File: config.mk
export PLATFORM = sky130hd
export DESIGN_NAME = hazard_ctrl_mc_flat
export DESIGN_NICKNAME = d
export VERILOG_FILES = /design/src/rtl/hazard_ctrl_mc_if.sv /design/src/rtl/hazard_ctrl_mc.sv /design/src/flat_wrapper.sv
export SDC_FILE = /design/constraint.sdc
export NUM_CORES = 1
export LEC_CHECK = 0
export ABC_CLOCK_PERIOD_IN_PS = 1900
export CAP_MARGIN = 20
export CORE_AREA = 2 2 72 74
export DETAILED_ROUTE_END_ITERATION = 8
export DIE_AREA = 0 0 74 76
export PLACE_DENSITY = 0.87
export SLEW_MARGIN = 10
export SYNTH_ARGS = -nofsm -noshare
export SYNTH_HDL_FRONTEND = slang
export SYNTH_SLANG_ARGS = --single-unit
File: constraint.sdc
create_clock -name clk -period 1.9 [get_ports clk]
set_clock_uncertainty 0.15 [all_clocks]
set_input_delay 0.19 -clock clk [delete_from_list [all_inputs] [get_ports clk]]
set_output_delay 0.19 -clock clk [all_outputs]
set_load 0.05 [all_outputs]
File: src/rtl/hazard_ctrl_mc_if.sv
// Datapath <-> hazard unit bundle: register indices, write enables, branch/MDU
// handshake going in; stall/flush/forward controls and perf counters coming back.
interface hazard_ctrl_mc_if #(
   parameter int REG_ADDR_W = 5,
   parameter int PERF_W     = 32
);
   logic [REG_ADDR_W-1:0] Rs1D, Rs2D, Rs1E, Rs2E, RdE, RdM, RdW;
   logic                  RegWriteM, RegWriteW;
   logic                  ResultSrcE0, PCSrcE, MduStartE, MduDoneE;
   logic                  StallF, StallD, StallE;
   logic                  FlushD, FlushE, FlushM;
   logic [1:0]            ForwardAE, ForwardBE;
   logic [PERF_W-1:0]     LoadStallCnt, MduStallCnt, FlushCnt;

   modport master (
      output Rs1D, Rs2D, Rs1E, Rs2E, RdE, RdM, RdW,
      output RegWriteM, RegWriteW, ResultSrcE0, PCSrcE, MduStartE, MduDoneE,
      input  StallF, StallD, StallE, FlushD, FlushE, FlushM,
      input  ForwardAE, ForwardBE, LoadStallCnt, MduStallCnt, FlushCnt
   );

   modport slave (
      input  Rs1D, Rs2D, Rs1E, Rs2E, RdE, RdM, RdW,
      input  RegWriteM, RegWriteW, ResultSrcE0, PCSrcE, MduStartE, MduDoneE,
      output StallF, StallD, StallE, FlushD, FlushE, FlushM,
      output ForwardAE, ForwardBE, LoadStallCnt, MduStallCnt, FlushCnt
   );
endinterface

File: src/rtl/hazard_ctrl_mc.sv
// Clocked hazard unit: forwarding, multi-bubble load-use stall, MDU busy stall, branch flush.
// Define HAZARD_PERF_EN to build the saturating performance counters.
module hazard_ctrl_mc #(
   parameter int REG_ADDR_W   = 5,
   parameter int LOAD_BUBBLES = 1,
   parameter int PERF_W       = 32
) (
   input logic             clk,
   input logic             reset,
   hazard_ctrl_mc_if.slave hz
);

   typedef enum logic [1:0] {IDLE, LOAD_WAIT, MDU_BUSY} state_t;

   state_t     state, state_next;
   logic [1:0] bcnt, bcnt_next;
   logic       lw_hit, load_stall;
   logic       stall_f, stall_d, stall_e, flush_d, flush_e, flush_m;
   logic [1:0] fwd_a, fwd_b;

   function automatic logic [1:0] fwd_sel(input logic [REG_ADDR_W-1:0] rs, rdm, rdw,
                                          input logic wem, wew);
      if (rs != '0 && rs == rdm && wem)      return 2'b10;
      else if (rs != '0 && rs == rdw && wew) return 2'b01;
      else                                   return 2'b00;
   endfunction

   assign fwd_a  = reset ? 2'b00 : fwd_sel(hz.Rs1E, hz.RdM, hz.RdW, hz.RegWriteM, hz.RegWriteW);
   assign fwd_b  = reset ? 2'b00 : fwd_sel(hz.Rs2E, hz.RdM, hz.RdW, hz.RegWriteM, hz.RegWriteW);
   assign lw_hit = hz.ResultSrcE0 && (hz.RdE != '0) && (hz.Rs1D == hz.RdE || hz.Rs2D == hz.RdE);

   always_ff @(posedge clk or posedge reset) begin
      if (reset) begin
         state <= IDLE;
         bcnt  <= 2'd0;
      end else begin
         state <= state_next;
         bcnt  <= bcnt_next;
      end
   end

   always_comb begin
      state_next = state;
      bcnt_next  = bcnt;
      load_stall = 1'b0;
      stall_f    = 1'b0;
      stall_d    = 1'b0;
      stall_e    = 1'b0;
      flush_d    = 1'b0;
      flush_e    = 1'b0;
      flush_m    = 1'b0;
      if (!reset) begin
         case (state)
            IDLE: begin
               // A taken branch squashes the younger instructions, so any hazard they raise is moot.
               if (hz.PCSrcE) begin
                  flush_d = 1'b1;
                  flush_e = 1'b1;
               end else if (lw_hit) begin
                  stall_f    = 1'b1;
                  stall_d    = 1'b1;
                  flush_e    = 1'b1;
                  load_stall = 1'b1;
                  if (LOAD_BUBBLES > 1) begin
                     state_next = LOAD_WAIT;
                     bcnt_next  = 2'(LOAD_BUBBLES - 1);
                  end
               end else if (hz.MduStartE && !hz.MduDoneE) begin
                  stall_f    = 1'b1;
                  stall_d    = 1'b1;
                  stall_e    = 1'b1;
                  flush_m    = 1'b1;
                  state_next = MDU_BUSY;
               end
            end
            LOAD_WAIT: begin
               if (hz.PCSrcE) begin
                  flush_d    = 1'b1;
                  flush_e    = 1'b1;
                  state_next = IDLE;
                  bcnt_next  = 2'd0;
               end else begin
                  stall_f    = 1'b1;
                  stall_d    = 1'b1;
                  flush_e    = 1'b1;
                  load_stall = 1'b1;
                  bcnt_next  = bcnt - 2'd1;
                  if (bcnt == 2'd1) state_next = IDLE;
               end
            end
            MDU_BUSY: begin
               if (!hz.MduDoneE) begin
                  stall_f = 1'b1;
                  stall_d = 1'b1;
                  stall_e = 1'b1;
                  flush_m = 1'b1;
               end else begin
                  state_next = IDLE;
               end
            end
            default: state_next = IDLE;
         endcase
      end
   end

   assign hz.StallF    = stall_f;
   assign hz.StallD    = stall_d;
   assign hz.StallE    = stall_e;
   assign hz.FlushD    = flush_d;
   assign hz.FlushE    = flush_e;
   assign hz.FlushM    = flush_m;
   assign hz.ForwardAE = fwd_a;
   assign hz.ForwardBE = fwd_b;

`ifdef HAZARD_PERF_EN
   logic [PERF_W-1:0] load_cnt, mdu_cnt, flush_cnt;

   // Counters stick at all-ones rather than wrapping.
   always_ff @(posedge clk or posedge reset) begin
      if (reset) begin
         load_cnt  <= '0;
         mdu_cnt   <= '0;
         flush_cnt <= '0;
      end else begin
         if (load_stall && load_cnt != '1) load_cnt  <= load_cnt + 1'b1;
         if (stall_e && mdu_cnt != '1)     mdu_cnt   <= mdu_cnt + 1'b1;
         if (flush_d && flush_cnt != '1)   flush_cnt <= flush_cnt + 1'b1;
      end
   end

   assign hz.LoadStallCnt = load_cnt;
   assign hz.MduStallCnt  = mdu_cnt;
   assign hz.FlushCnt     = flush_cnt;
`else
   assign hz.LoadStallCnt = {PERF_W{1'b0}};
   assign hz.MduStallCnt  = {PERF_W{1'b0}};
   assign hz.FlushCnt     = {PERF_W{1'b0}};
`endif

endmodule

File: src/flat_wrapper.sv
// flat-port wrapper written by rule: the top's interface ports become plain ports
module hazard_ctrl_mc_flat 
#(
   parameter int REG_ADDR_W   = 5,
   parameter int LOAD_BUBBLES = 1,
   parameter int PERF_W       = 32
)
  (clk, reset, hz_Rs1D, hz_Rs2D, hz_Rs1E, hz_Rs2E, hz_RdE, hz_RdM, hz_RdW, hz_RegWriteM, hz_RegWriteW, hz_ResultSrcE0, hz_PCSrcE, hz_MduStartE, hz_MduDoneE, hz_StallF, hz_StallD, hz_StallE, hz_FlushD, hz_FlushE, hz_FlushM, hz_ForwardAE, hz_ForwardBE, hz_LoadStallCnt, hz_MduStallCnt, hz_FlushCnt);
  hazard_ctrl_mc_if #(.REG_ADDR_W(REG_ADDR_W), .PERF_W(PERF_W)) hz_i ();
  input logic clk;
  input logic reset;
  input wire logic [$bits(hz_i.Rs1D)-1:0] hz_Rs1D;
  input wire logic [$bits(hz_i.Rs2D)-1:0] hz_Rs2D;
  input wire logic [$bits(hz_i.Rs1E)-1:0] hz_Rs1E;
  input wire logic [$bits(hz_i.Rs2E)-1:0] hz_Rs2E;
  input wire logic [$bits(hz_i.RdE)-1:0] hz_RdE;
  input wire logic [$bits(hz_i.RdM)-1:0] hz_RdM;
  input wire logic [$bits(hz_i.RdW)-1:0] hz_RdW;
  input wire logic [$bits(hz_i.RegWriteM)-1:0] hz_RegWriteM;
  input wire logic [$bits(hz_i.RegWriteW)-1:0] hz_RegWriteW;
  input wire logic [$bits(hz_i.ResultSrcE0)-1:0] hz_ResultSrcE0;
  input wire logic [$bits(hz_i.PCSrcE)-1:0] hz_PCSrcE;
  input wire logic [$bits(hz_i.MduStartE)-1:0] hz_MduStartE;
  input wire logic [$bits(hz_i.MduDoneE)-1:0] hz_MduDoneE;
  output wire logic [$bits(hz_i.StallF)-1:0] hz_StallF;
  output wire logic [$bits(hz_i.StallD)-1:0] hz_StallD;
  output wire logic [$bits(hz_i.StallE)-1:0] hz_StallE;
  output wire logic [$bits(hz_i.FlushD)-1:0] hz_FlushD;
  output wire logic [$bits(hz_i.FlushE)-1:0] hz_FlushE;
  output wire logic [$bits(hz_i.FlushM)-1:0] hz_FlushM;
  output wire logic [$bits(hz_i.ForwardAE)-1:0] hz_ForwardAE;
  output wire logic [$bits(hz_i.ForwardBE)-1:0] hz_ForwardBE;
  output wire logic [$bits(hz_i.LoadStallCnt)-1:0] hz_LoadStallCnt;
  output wire logic [$bits(hz_i.MduStallCnt)-1:0] hz_MduStallCnt;
  output wire logic [$bits(hz_i.FlushCnt)-1:0] hz_FlushCnt;
  assign hz_i.Rs1D = hz_Rs1D;
  assign hz_i.Rs2D = hz_Rs2D;
  assign hz_i.Rs1E = hz_Rs1E;
  assign hz_i.Rs2E = hz_Rs2E;
  assign hz_i.RdE = hz_RdE;
  assign hz_i.RdM = hz_RdM;
  assign hz_i.RdW = hz_RdW;
  assign hz_i.RegWriteM = hz_RegWriteM;
  assign hz_i.RegWriteW = hz_RegWriteW;
  assign hz_i.ResultSrcE0 = hz_ResultSrcE0;
  assign hz_i.PCSrcE = hz_PCSrcE;
  assign hz_i.MduStartE = hz_MduStartE;
  assign hz_i.MduDoneE = hz_MduDoneE;
  assign hz_StallF = hz_i.StallF;
  assign hz_StallD = hz_i.StallD;
  assign hz_StallE = hz_i.StallE;
  assign hz_FlushD = hz_i.FlushD;
  assign hz_FlushE = hz_i.FlushE;
  assign hz_FlushM = hz_i.FlushM;
  assign hz_ForwardAE = hz_i.ForwardAE;
  assign hz_ForwardBE = hz_i.ForwardBE;
  assign hz_LoadStallCnt = hz_i.LoadStallCnt;
  assign hz_MduStallCnt = hz_i.MduStallCnt;
  assign hz_FlushCnt = hz_i.FlushCnt;
  hazard_ctrl_mc #(.REG_ADDR_W(REG_ADDR_W), .LOAD_BUBBLES(LOAD_BUBBLES), .PERF_W(PERF_W)) u_core (.clk(clk), .reset(reset), .hz(hz_i));
endmodule
==> results.toml, run 1 <==
[setup_path]
startpoint_type = "primary input"
required_ps = 1560
crit_type = "in -> out"
crit_arrival_ps = 1590
r2r_end = "u_core.state[1]$_DFFE_PP0P_"
cp-startpoint = "hz_Rs1E[4]"
end_kind = "output pin"
r2r_start = "u_core.state[1]$_DFFE_PP0P_"
rr_worst_depth = 3
cp_max_fo = 2
reg2reg_slack_ps = 770

[placement]
dpl.hpwl_um = 2590
post-place-ws_ps = -354
routabilityCongestion = 0.774
numPortBuffers = 52
dp.cells = 313

[grt]
grt_pass1_vias = 936
grt_pass1_wl_um = 4040
gr-usage-met2_pct = 19.4
busiest_layer = "met2"
use_met1_pct = 8.19
grt_max_degree = 7
grt_remaining_overflow = 0
antenna_found_initial = 0
grtUsageTotal_pct = 8.67
use_met3_pct = 0.661

[sta]
finalWorstSetupSlack_ps = -28.2
fin_setup_tns_ps = -28.2
finalMaxSlewViolations = 0
setup_violations = 1
rsz0062_at_grt = "yes"
fin_crit_sh_pct = 101
fmax_mhz = 519
finalCriticalPeriod_ps = 1930
hold_viol = 0

[die]
num_rows = 26
boundaryPins = 149
core-area_um2 = 4910
die_w_um = 74
initial_core_util_pct = 26.6
die-area_um2 = 5620
dieHeight_um = 76

[synthesis]
syn-cell-area_um2 = 1310
ys.flop_type = "dfrtp_1"
ys_seq_area_share_pct = 1.91
synth_warnings = 0
synth_edf_count = 0
ys_seq_elements = 1
async_reset_ff_share_pct = 100
syn_avg_cell_area_um2 = 7.69
synth_cell_types = 29
syn_inst = 170

[drt]
via_count = 1086
ant_nets = 0
routed_wl_um = 2950
first_pass_iters = 4
drc = 0
routed_via_density = 3.39
drt_iter0_markers = 7
wl_per_cell_um = 9.21

[power]
p_leak_nw = 1.02
ir_worst_vdd_uv = 171
power.density_nw_per_um2 = 393

[finish]
largest_registers = "u_core.state: 1 flops"
fin_cells = 320
largest_register_ffs = 1
drive_gt1_share_pct = 30.8
area_growth_pct = 50.7
top_register = "u_core.state"
diodes = 0
fin_nets = 295
fillers = 504

[worst_hold_path]
hp-class = "in -> async"

[run_status]
violations = "negative setup slack"
outcome = "finished with violations"

[clocking]
clk_pin_slew_ps = 0
clock_latency_ps = 0

[job]
maxCapViolations = 0
==> worst max-delay path by stage <==
stage                      endpoint  cells after the start
floorplan                 hz_StallE                      5
finish              hz_ForwardAE[0]                      7
global route        hz_ForwardAE[0]                      7
CTS                 hz_ForwardAE[0]                      7
global placement          hz_FlushM                      6
detailed placement        hz_StallE                      6
==> final cells by class <==
class / count / area (um2) / area share (%)
flip-flops and latches: 1 / 25.0 / 1.27
multi-input cells: 162 / 1020 / 51.6
inverters: 4 / 15.0 / 0.762
repair buffers: 83 / 826 / 41.9
well taps: 70 / 87.6 / 4.44
==> repair_timing <==
item | CTS | global route
hold buffers | 0 | 0
hold endpoints to repair | 0 | 0
pin swaps | 22 | 26
setup buffers | 4 | 3
endpoints found under the setup margin | 10 | 9
gates resized for setup | 65 | 22
==> cells by family (layout without fill, tap and decap cells) <==
logic type	after synthesis	in the layout	share of synthesized area, %
XOR/XNOR	28	28	18.8
flip-flops	1	1	1.91
buffers and inverters	102	87	57.4
other	1	96	0.287
AO/OA/AOI/OAI	11	11	6.22
AND/OR/NAND/NOR	27	27	15.4
==> metal layers <==
layer	share of wire, %	routed length [um]
met1	28	830
met2	59	1750
met3	11	328
met4	1.4	41
met5	0	0
==> power breakdown <==
| part | switching (W) | internal (W) | total (W) |
|---|---|---|---|
| registers | 0.00000396 | 0.0000234 | 0.0000273 |
| logic | 0.000562 | 0.000185 | 0.000748 |
| clock network | 0 | 0 | 0 |
==> cell usage after synthesis, types with 2 or more instances <==
cell type | instances | area [um2]
nor4_2 | 4 | 50.1
xnor2_1 | 23 | 201
nand2_1 | 4 | 15.0
buf_4 | 98 | 736
a21oi_1 | 2 | 10.0
nor2_4 | 2 | 22.5
nand3_1 | 3 | 15.0
inv_1 | 4 | 15.0
or4_1 | 2 | 15.0
or4_4 | 2 | 22.5
xor2_1 | 5 | 43.8
nand4_1 | 3 | 18.8
nor3_1 | 2 | 10.0
==> cell usage in the layout, fill, tap and decap left out, drive strengths merged, types with 2 or more instances in the layout <==
cell type	instances
xor2	5
a21oi	2
clkbuf	3
clkdlybuf4s15	5
xnor2	23
nor2	3
conb	96
nor3	2
nand3	3
nand2	4
nand4	3
and2	2
inv	4
or4	4
o21ai	3
clkdlybuf4s50	5
dlymetal6s2s	10
buf	47
dlygate4sd2	13
nor4	4
==> per-stage QoR <==
| step | power [W] | utilization, % | hold WS, ps | instance area (um2) |
|---|---|---|---|---|
| final | 0.000775 | 40.1 | 184 | 1970 |
| after global routing | 0.000809 | 40.1 | 212 | 1970 |
| after CTS | 0.000766 | 38.9 | 181 | 1910 |
| after detailed placement | 0.000759 | 37.6 | 403 | 1850 |
| after global placement | 0.000751 | 37.6 | 405 | 1850 |
| after floorplan | 0.000721 | - | -207 | 1710 |
==> critical path: stages <==
cell	delay [ps]
buf_6	90
or4_4	540
nor2_4	130
nor4_4	60
buf_4	140
nor4_4	250
buf_12	180
Power figures use the tool's default switching activity.
==> run 2, diff against run 1 <==
--- a/config.mk
+++ b/config.mk
@@ -5,7 +5,6 @@
 export SDC_FILE = /design/constraint.sdc
 export NUM_CORES = 1
 export LEC_CHECK = 0
-export ABC_CLOCK_PERIOD_IN_PS = 1900
 export CAP_MARGIN = 20
 export CORE_AREA = 2 2 72 74
 export DETAILED_ROUTE_END_ITERATION = 8
==> constraint.sdc (replaced) <==
create_clock -name clk -period 2 [get_ports clk]
set_clock_uncertainty 0.15 [all_clocks]
set_input_delay 0.2 -clock clk [delete_from_list [all_inputs] [get_ports clk]]
set_output_delay 0.2 -clock clk [all_outputs]
set_load 0.05 [all_outputs]
==> run 2 against run 1 <==
  * The run now ends clean
  * Total power shrank 3.9%
  * Cell count is 0.94% lower
  * Worst setup slack better by 41 ps
  * Die area stayed put
  * Combinational power decreased by 4.0%
  * Flip-flop and latch count stayed put
  * Sequential power shrank 4%
  * Critical endpoint is now hz_ForwardBE[0]
  * Highest routed layer unchanged
==> results.toml, run 2 (synthesis gave the netlist of run 1 again) <==
[run_status]
outcome = "completed"

[die]
core-area_um2 = 4910
num_rows = 26
die_w_um = 74
die-area_um2 = 5620
boundaryPins = 149
initial_core_util_pct = 26.6
dieHeight_um = 76

[drt]
top_layer_used = "met4"
via_count = 1114
wl_per_cell_um = 9.99
wl_met3_um = 391
routed_wl_um = 3170
first_pass_iters = 2
dr_wl_met2_um = 1750
routed_via_density = 3.51
drt_iter0_markers = 4
ant_nets = 0
drt-met1-wl_um = 944
drc = 0

[finish]
diodes = 0
fillers = 496
drive_gt1_share_pct = 27.9
seq_area_um2 = 25.0
largest_register_ffs = 1
area_growth_pct = 50.9
final_common_cell = "conb_1"
top_register = "u_core.state"
fin_util_pct = 40.2
fin_nets = 292
most-common-layout-cells = "conb_1 (96), buf_4 (27), clkdlybuf4s50_1 (20)"
multiInputGateArea_um2 = 1030
largest_registers = "u_core.state: 1 flops"

[setup_path]
cp_max_fo = 2
slowest_stage = "clkdlybuf4s50_1"
crit_type = "in -> out"
critPathMaxStageDelay_ps = 610
path_cells = "clkdlybuf4s50_1, xor2_1, nor4_4, nor4_4, buf_12"
required_ps = 1650
end_kind = "output pin"
startpoint_type = "primary input"
crit_arrival_ps = 1640
crit_path_frequent_cell = "nor4_4"

[power]
power.density_nw_per_um2 = 377
ir_worst_vdd_uv = 190
p_leak_nw = 0.963

[clocking]
clk_pin_slew_ps = 0
clock_latency_ps = 0

[grt]
grt_max_degree = 7
grt_pass1_wl_um = 4150
antenna_found_initial = 0
grt_remaining_overflow = 0
grt_pass1_vias = 986
grtUsageTotal_pct = 9.06

[placement]
routabilityCongestion = 0.699
dpl.hpwl_um = 2700
numPortBuffers = 52
post-place-ws_ps = -201

[sta]
finalMaxSlewViolations = 0
fin_crit_sh_pct = 99.3
finalWorstSetupSlack_ps = 13.2
fmax_mhz = 503
rsz0062_at_grt = "yes"
hold_viol = 0
finalCriticalPeriod_ps = 1990
setup_violations = 0

[worst_hold_path]
hp-class = "in -> async"

[job]
maxCapViolations = 0
run 2: stage by stage:
| stage | setup TNS (ps) | cells | total power [W] | hold WS, ps | instance area [um2] |
|---|---|---|---|---|---|
| after CTS | -7.95 | 316 | 0.000731 | 529 | 1930 |
| final | 0 | 317 | 0.000745 | 178 | 1970 |
| after global routing | -19.7 | 317 | 0.000775 | 214 | 1970 |
| after detailed placement | -1340 | 311 | 0.000718 | 505 | 1830 |
| after floorplan | -118 | 265 | 0.000682 | -197 | 1700 |
| after global placement | -1190 | 311 | 0.000711 | 493 | 1830 |
run 2: final timing paths:
kind | startpoint | endpoint | slack [ps] | cells after the start
min in group clk | u_core.state[1]$_DFFE_PP0P_ | u_core.state[1]$_DFFE_PP0P_ | 650 | 2
worst min-delay path | reset | u_core.state[1]$_DFFE_PP0P_ | 180 | 3
worst min register to register | u_core.state[1]$_DFFE_PP0P_ | u_core.state[1]$_DFFE_PP0P_ | 650 | 2
max in group asynchronous | reset | u_core.state[1]$_DFFE_PP0P_ | 1350 | 3
worst max register to register | u_core.state[1]$_DFFE_PP0P_ | u_core.state[1]$_DFFE_PP0P_ | 890 | 3
worst max-delay path | hz_RdM[1] | hz_ForwardBE[0] | 10 | 5
run 2: power breakdown:
group / switching (W) / leakage (nW) / internal [W] / total, W
registers: 0.00000399 / 0.0133 / 0.0000222 / 0.0000262
clock network: 0 / 0 / 0 / 0
logic: 0.000538 / 0.949 / 0.000181 / 0.000718
run 2: repair_timing:
action,in CTS,in global routing
hold buffers,0,0
pin swaps,18,18
hold endpoints to repair,0,0
endpoints found under the setup margin,9,7
setup buffers,5,1
resized for setup,38,15
gates cloned,0,0
run 2: worst max-delay path: cells and delay by family:
family / cells / cell delay [ps]
xor+xnor: 1 / 270
simple gates: 2 / 380
buf+inv: 2 / 790
run 2: cell type report:
| cell class | count | share of cell area, % |
|---|---|---|
| multi-input cells | 162 | 52.3 |
| repair buffers | 80 | 41.2 |
| well taps | 70 | 4.44 |
| flip-flops and latches | 1 | 1.27 |
| inverters | 4 | 0.761 |
run 2: per-layer routing:
layer	vias up	GRT usage, %
met2	98	19.6
met3	6	1.46
li1	511	-
met4	0	2.18
met5	-	0
met1	499	8.00
